==> src/rtl/wb_master_arbiter.sv <==
// Round-robin Wishbone master arbiter: one classic transaction at a time onto a shared slave port,
// with a watchdog that errors out unacknowledged accesses so a master can never hang.
module wb_master_arbiter #(
  parameter int          NUM_MASTERS = 2,
  parameter int          TIMEOUT     = 255,
  parameter logic [31:0] ERR_DATA    = 32'h0BADC0DE,
  localparam int         GW          = (NUM_MASTERS > 1) ? $clog2(NUM_MASTERS) : 1
) (
  input  logic                      wb_clk_i,
  input  logic                      wb_rst_i,
  input  logic [NUM_MASTERS-1:0]    m_cyc_i,
  input  logic [NUM_MASTERS-1:0]    m_stb_i,
  input  logic [NUM_MASTERS-1:0]    m_we_i,
  input  logic [4*NUM_MASTERS-1:0]  m_sel_i,
  input  logic [32*NUM_MASTERS-1:0] m_adr_i,
  input  logic [32*NUM_MASTERS-1:0] m_dat_i,
  output logic [NUM_MASTERS-1:0]    m_ack_o,
  output logic [NUM_MASTERS-1:0]    m_err_o,
  output logic [31:0]               m_dat_o,
  output logic                      s_cyc_o,
  output logic                      s_stb_o,
  output logic                      s_we_o,
  output logic [3:0]                s_sel_o,
  output logic [31:0]               s_adr_o,
  output logic [31:0]               s_dat_o,
  input  logic                      s_ack_i,
  input  logic [31:0]               s_dat_i,
  output logic [GW-1:0]             grant_o,
  output logic                      busy_o,
  output logic                      timeout_o
);

  localparam int            CW       = (TIMEOUT > 1) ? $clog2(TIMEOUT) : 1;
  localparam logic [CW-1:0] CNT_LAST = CW'((TIMEOUT > 0) ? TIMEOUT - 1 : 0);

  typedef enum logic {IDLE, BUSY} state_e;

  state_e                 state_q, state_d;
  logic [GW-1:0]          grant_q, grant_d;
  logic [CW-1:0]          cnt_q, cnt_d;
  logic [GW-1:0]          pick, cand;
  logic [NUM_MASTERS-1:0] req;
  logic                   busy, cyc_g, at_limit, ack_v, to_v, found;

  assign req      = m_cyc_i & m_stb_i;
  assign busy     = (state_q == BUSY);
  assign cyc_g    = m_cyc_i[grant_q];
  assign at_limit = (TIMEOUT != 0) && (cnt_q == CNT_LAST);
  // A master that withdrew its cycle gets neither ack nor error, even if the slave answers.
  assign ack_v    = busy && cyc_g && s_ack_i;
  assign to_v     = busy && cyc_g && !s_ack_i && at_limit;

  // Search starts just after the last grant, so a steady requester cannot starve the others.
  always_comb begin
    found = 1'b0;
    pick  = grant_q;
    cand  = grant_q;
    for (int k = 0; k < NUM_MASTERS; k++) begin
      cand = (cand == GW'(NUM_MASTERS - 1)) ? '0 : cand + 1'b1;
      if (!found && req[cand]) begin
        found = 1'b1;
        pick  = cand;
      end
    end
  end

  always_comb begin
    state_d = state_q;
    grant_d = grant_q;
    cnt_d   = cnt_q;
    case (state_q)
      IDLE: begin
        if (found) begin
          state_d = BUSY;
          grant_d = pick;
          cnt_d   = '0;
        end
      end
      BUSY: begin
        if (!cyc_g || s_ack_i || at_limit) state_d = IDLE;
        else                               cnt_d   = cnt_q + 1'b1;
      end
      default: state_d = IDLE;
    endcase
  end

  always_comb begin
    m_ack_o          = '0;
    m_err_o          = '0;
    m_ack_o[grant_q] = ack_v;
    m_err_o[grant_q] = to_v;
    m_dat_o          = to_v ? ERR_DATA : (busy ? s_dat_i : '0);
    s_cyc_o          = busy;
    s_stb_o          = busy;
    s_we_o           = busy && m_we_i[grant_q];
    s_sel_o          = busy ? m_sel_i[grant_q*4 +: 4]  : '0;
    s_adr_o          = busy ? m_adr_i[grant_q*32 +: 32] : '0;
    s_dat_o          = busy ? m_dat_i[grant_q*32 +: 32] : '0;
    grant_o          = grant_q;
    busy_o           = busy;
    timeout_o        = to_v;
  end

  always_ff @(posedge wb_clk_i) begin
    if (wb_rst_i) begin
      state_q <= IDLE;
      grant_q <= GW'(NUM_MASTERS - 1);
      cnt_q   <= '0;
    end else begin
      state_q <= state_d;
      grant_q <= grant_d;
      cnt_q   <= cnt_d;
    end
  end

endmodule

==> config.mk <==
export PLATFORM = sky130hd
export DESIGN_NAME = wb_master_arbiter
export DESIGN_NICKNAME = d
export VERILOG_FILES = /design/src/rtl/wb_master_arbiter.sv
export SDC_FILE = /design/constraint.sdc
export NUM_CORES = 1
export LEC_CHECK = 0
export ABC_AREA = 1
export BUFFER_PORTS_ARGS = -buffer_cell sky130_fd_sc_hd__buf_2
export CORE_AREA = 2 2 110 112
export DETAILED_ROUTE_END_ITERATION = 16
export DIE_AREA = 0 0 112 114
export HOLD_SLACK_MARGIN = 0.06
export PLACE_DENSITY = 0.55
export SYNTH_ARGS = -nofsm -noshare
export SYNTH_HDL_FRONTEND = slang
export SYNTH_SLANG_ARGS = --single-unit
export TNS_END_PERCENT = 20
==> constraint.sdc <==
create_clock -name wb_clk_i -period 3.8 [get_ports wb_clk_i]
set_clock_uncertainty 0.1 [all_clocks]
set_input_delay 0.38 -clock wb_clk_i [delete_from_list [all_inputs] [get_ports wb_clk_i]]
set_output_delay 0.38 -clock wb_clk_i [all_outputs]
set_load 0.01 [all_outputs]
# == Word level (Yosys, flattened, before mapping) ==
# Index checks and enable logic that the tools add are counted.
# word_totals
ff_bits,10
output_inout_bits,110
# classes
addsub,3
magnitude_cmp,4
n_eq_ne,3
shift,3
mux,27
bitwise_logic,4
n_reduce_logical,15
# ops
op,count
two-way mux 32 bit,4
indexed part select 64 x 7 -> 32 bit,2
two-way mux 1 bit,17
two-way mux 8 bit,2
case mux 8 bit (2 select lines),1
"adder 8 x 1 -> 8 bit, second input constant",1
"equality test 8 bit, second input constant",1
indexed part select 8 x 4 -> 4 bit,1
logical AND 1 bit,7
bitwise AND 2 bit,3
"< comparator 1 x 2 -> 1 bit, second input constant",3
two-way mux 4 bit,1
"inequality test 2 bit, second input constant",2
zero test 1 bit,3
AND reduction 3 bit,1
"adder 1 bit, second input constant",2
logical OR 1 bit,2
case mux 1 bit (2 select lines),1
AND reduction 2 bit,1
nonzero test 2 bit,1
demux 1 bit (select 1 bit),1
">= comparator 1 bit, second input constant",1
NOT 1 bit,1

# == Logic depth before layout (Yosys ltp) ==
# depth
ltp_word,10
ltp_mapped,11

# == Worst setup path before layout ==
# OpenSTA, ideal clock, no wires.
# synth_timing
kind,reg-to-output
start,reg state_q (netlist: busy_o)
end,out m_dat_o[12]
arrival_time_ns,1.269
required_time_ns,3.320
path_slack_ns,2.051
stages_incl_launch_ff,8
n_path_buf,2
path_cell_list,dfxtp_1 > buf_6 > nand2_1 > nor2_4 > nand4_4 > inv_2 > buf_6 > nor2_1
# synth_between
elab_chain_cells,4
elab_cells_between_ends,5
classes_between,mux (2); reduce/logical (3)
# synth_rtl
item,line,source
start: declaration,38,"state_e state_q, state_d;"
start signal: assignment,110,state_q <= state_d;
logical AND 1 bit (3 in series),51,assign to_v = busy && cyc_g && !s_ack_i && at_limit;
via timeout_o,30,output logic timeout_o
two-way mux 32 bit,92,m_dat_o = to_v ? ERR_DATA : (busy ? s_dat_i : '0);
end: declaration,19,"output logic [31:0] m_dat_o,"
# The timed path passes the listed nets, and every way through them passes these cells.

# == Worst setup path after layout ==
# layout_timing
start,reg state_q (netlist: busy_o)
end,out s_dat_o[26]
# layout_between
elab_chain_cells,1
# layout_rtl
item,line,source
two-way mux 32 bit,98,s_dat_o = busy ? m_dat_i[grant_q*32 +: 32] : '0;
end: declaration,25,"output logic [31:0] s_dat_o,"
# Every way passes these cells.

==> key figures <==
Run status
  – Status: finished, final reports clean

Min path
  – Hold Path Class: input pin to flip-flop
  – Hold Path Sink: busy_o
  – Worst Hold Path Cells: 2
  – HP Start: wb_rst_i

Yosys
  – Syn nets: between 500 and 600
  – Yosys cell types: 25
  – Synth Register Bits: 10
  – Seq/Total Area, Yosys: a little over a tenth
  – Ys Warns: 0
  – Post-Syn Area: ~1900 µm²
  – Avg Cell Area, Syn: 4.79 µm²
  – Syn Inst Count: ~400

CTS
  – CTS tree: yes
  – Post-CTS Hold Buffers: 0
  – H-Tree Level Count: 1
  – CTS clk-pin slew, worst paths: around 0.040 ns
  – Sink Count: 10
  – Post-CTS sizing: 0
  – Clock buffer depth: 2
  – TritonCTS buffer count: 3
  – CTS root buffer: clkbuf_16
  – Skew-Pair Late Insertion Delay: between 0.2 and 0.25 ns
  – # Post-CTS Setup Buffers: 0

Timing
  – RSZ-0062 raised after global routing: false
  – Max-Slew Margin vs Limit: between 30 and 40%
  – Post-layout min period: approximately 2.4 ns
  – Setup ws final: about 1.4 ns
  – Setup TNS: 0 ns
  – Max Fclk: 0.421 GHz
  – Worst Hold Slack: 0.267 ns
  – Worst-margin pin slew: 0.903 ns
  – Final setup fails: 0
  – Max Slew Vio Count: 0
  – Fin. Hold Viols: 0
  – Period utilization: roughly 63%

Placement
  – Routability cong.: around 0.82
  – Placed Instances: 801
  – Dpl cell area: 3380 µm²
  – Pre-CTS setup slack: between 1.5 and 2 ns
  – Post-DP HPWL: around 7.7 mm
  – Number of port buffers: 286

Layout
  – Layout cells sized above 1: a little under half
  – ANT cells: 0
  – Post-Route Utilization: roughly 30%
  – Final cell count without fillers: 805
  – Fin nets: between 800 and 900
  – Fin area: 3470 µm²
  – Area Growth Syn to Fin: 82.2%

Global routing
  – Number of global-route vias before repair: about 2900
  – Overflow after GRT: 0
  – Tot GR Track Use: 13.6%
  – Largest net degree at the start of global routing: 111
  – First-pass GRT wire length: about 14 mm
  – Initial antenna violation count: 1

Die
  – Die Width: between 100 and 150 µm
  – IO Count: 287
  – Chip height: approximately 110 µm
  – Starting density of the core: between 10% and 20%
  – Total core area: about 12000 µm²
  – Area of the die: about 13000 µm²
  – # rows: 40

Setup path
  – Worst Path Buf+Inv: 2
  – R2R setup slack: approximately 1.5 ns
  – Worst path slowest cell: buf_4
  – FF-to-FF End: cnt_q[6]
  – Critical path endpoint category: primary output
  – FF-to-FF Start: busy_o
  – Total number of cells along the worst setup path: 4
  – Worst path max stage delay: around 0.69 ns
  – Critical path class: flip-flop to primary output
  – Delay-heaviest family, CP: buffers and inverters
  – Worst-path cell chain: buf_4, o21ai_0, nor2_1, buf_2
  – Worst Reg-to-Reg Cells: 9
  – Crit start category: flip-flop
  – Worst path required time: about 3.3 ns
  – Crit Path Max Fanout: 110
  – Critical Path AT: 1.90 ns

Detailed routing
  – Drt wl/cell: 12.3 µm
  – Pre-Repair DR Iteration Count: 4
  – Initial DRC count: about 260
  – Via count: ~3400
  – Routed WL: roughly 9.9 mm
  – Post-route DRC: 0
  – Vias/cell: around 4.2
  – Routed Antenna Nets: 0

Job
  – Max-cap violations: 0

Pwr
  – Total power draw: around 0.70 mW
  – Leak pwr: ~2.1 nW
  – Pwr Density: between 200 and 250 nW/µm²
  – Peak supply drop: ~0.00013 V
## flip-flops by register name (all words and copies together) (netlist names)
register and cells:
grant_o 1, cnt_q 8, busy_o 1
## cell type report
cell class	instances	area, µm²
clock buffers	4	88.8
fillers	1336	8240
inverters	13	48.8
multi-input cells	342	1480
flip-flops and latches	10	203
well taps	147	184
repair buffers	289	1470
## Yosys cell counts
library cell  count  area [µm²]
nand2_1          66         248
clkinv_1          1        3.75
a21oi_1           5        25.0
inv_2             2        7.51
clkbuf_1         18        67.6
nor2_4            2        22.5
buf_4             3        22.5
buf_2             8        40.0
nor2_2            1        6.26
o221ai_1          1        8.76
nor4_1            1        6.26
nand2_2           3        18.8
ha_1              2        25.0
dfxtp_1          10         200
nand4_1           1        6.26
nand3_1           8        40.0
inv_1            10        37.5
buf_6             4        45.0
xor2_1            1        8.76
nor2_1          174         653
xnor2_1           1        8.76
nand3_2           1        10.0
nand4_4           1        21.3
nor3b_1           1        7.51
o21ai_0          73         365
## cell families (layout without fill, tap and decap cells)
logic type,count (synthesis),after routing,synth area share (%)
simple gates,259,259,54.6
fa+ha+maj,2,2,1.31
flops,10,10,10.5
buf+inv,46,306,11.8
xor+xnor,2,2,0.919
compound gates,79,79,20.9
## layer usage
metal / global-route usage, % / vias to the layer above / part of all wire (%) / wire length [µm]
met1: 18.2 / 1428 / 44 / 4310
met4: 0.732 / 0 / 0.17 / 17
li1: - / 1766 / - / -
met3: 2.66 / 4 / 8.2 / 814
met2: 24.1 / 164 / 48 / 4750
met5: 0 / - / 0 / 0
## worst max path at each step
stage | startpoint | end | slack, ns
final | busy_o | s_dat_o[26] | 1.42
after global routing | cnt_q[0] | m_dat_o[17] | 1.22
after CTS | cnt_q[0] | m_dat_o[8] | 1.36
after detailed placement | busy_o | cnt_q[4] | 1.57
after global placement | busy_o | cnt_q[0] | 1.60
after floorplan | busy_o | m_dat_o[12] | 2.05
## cell usage in the layout, fill, tap and decap left out, types with 2 or more instances in the layout
master and instances:
a21oi_1 5, nand2_1 66, o21ai_0 73, nand3_1 8, buf_4 2, nand2_2 3
inv_1 9, inv_2 3, dfxtp_2 2, ha_1 2, dfxtp_1 8, nor2_1 174
clkbuf_16 3, nor2_4 2, buf_2 286
## report_power, final
part | switching (mW) | internal [mW] | total, mW
sequential | 0.00586 | 0.110 | 0.116
combinational | 0.219 | 0.163 | 0.382
clock | 0.0477 | 0.158 | 0.206
total | 0.273 | 0.431 | 0.704
No activity file was read; power rests on OpenSTA's default activity.
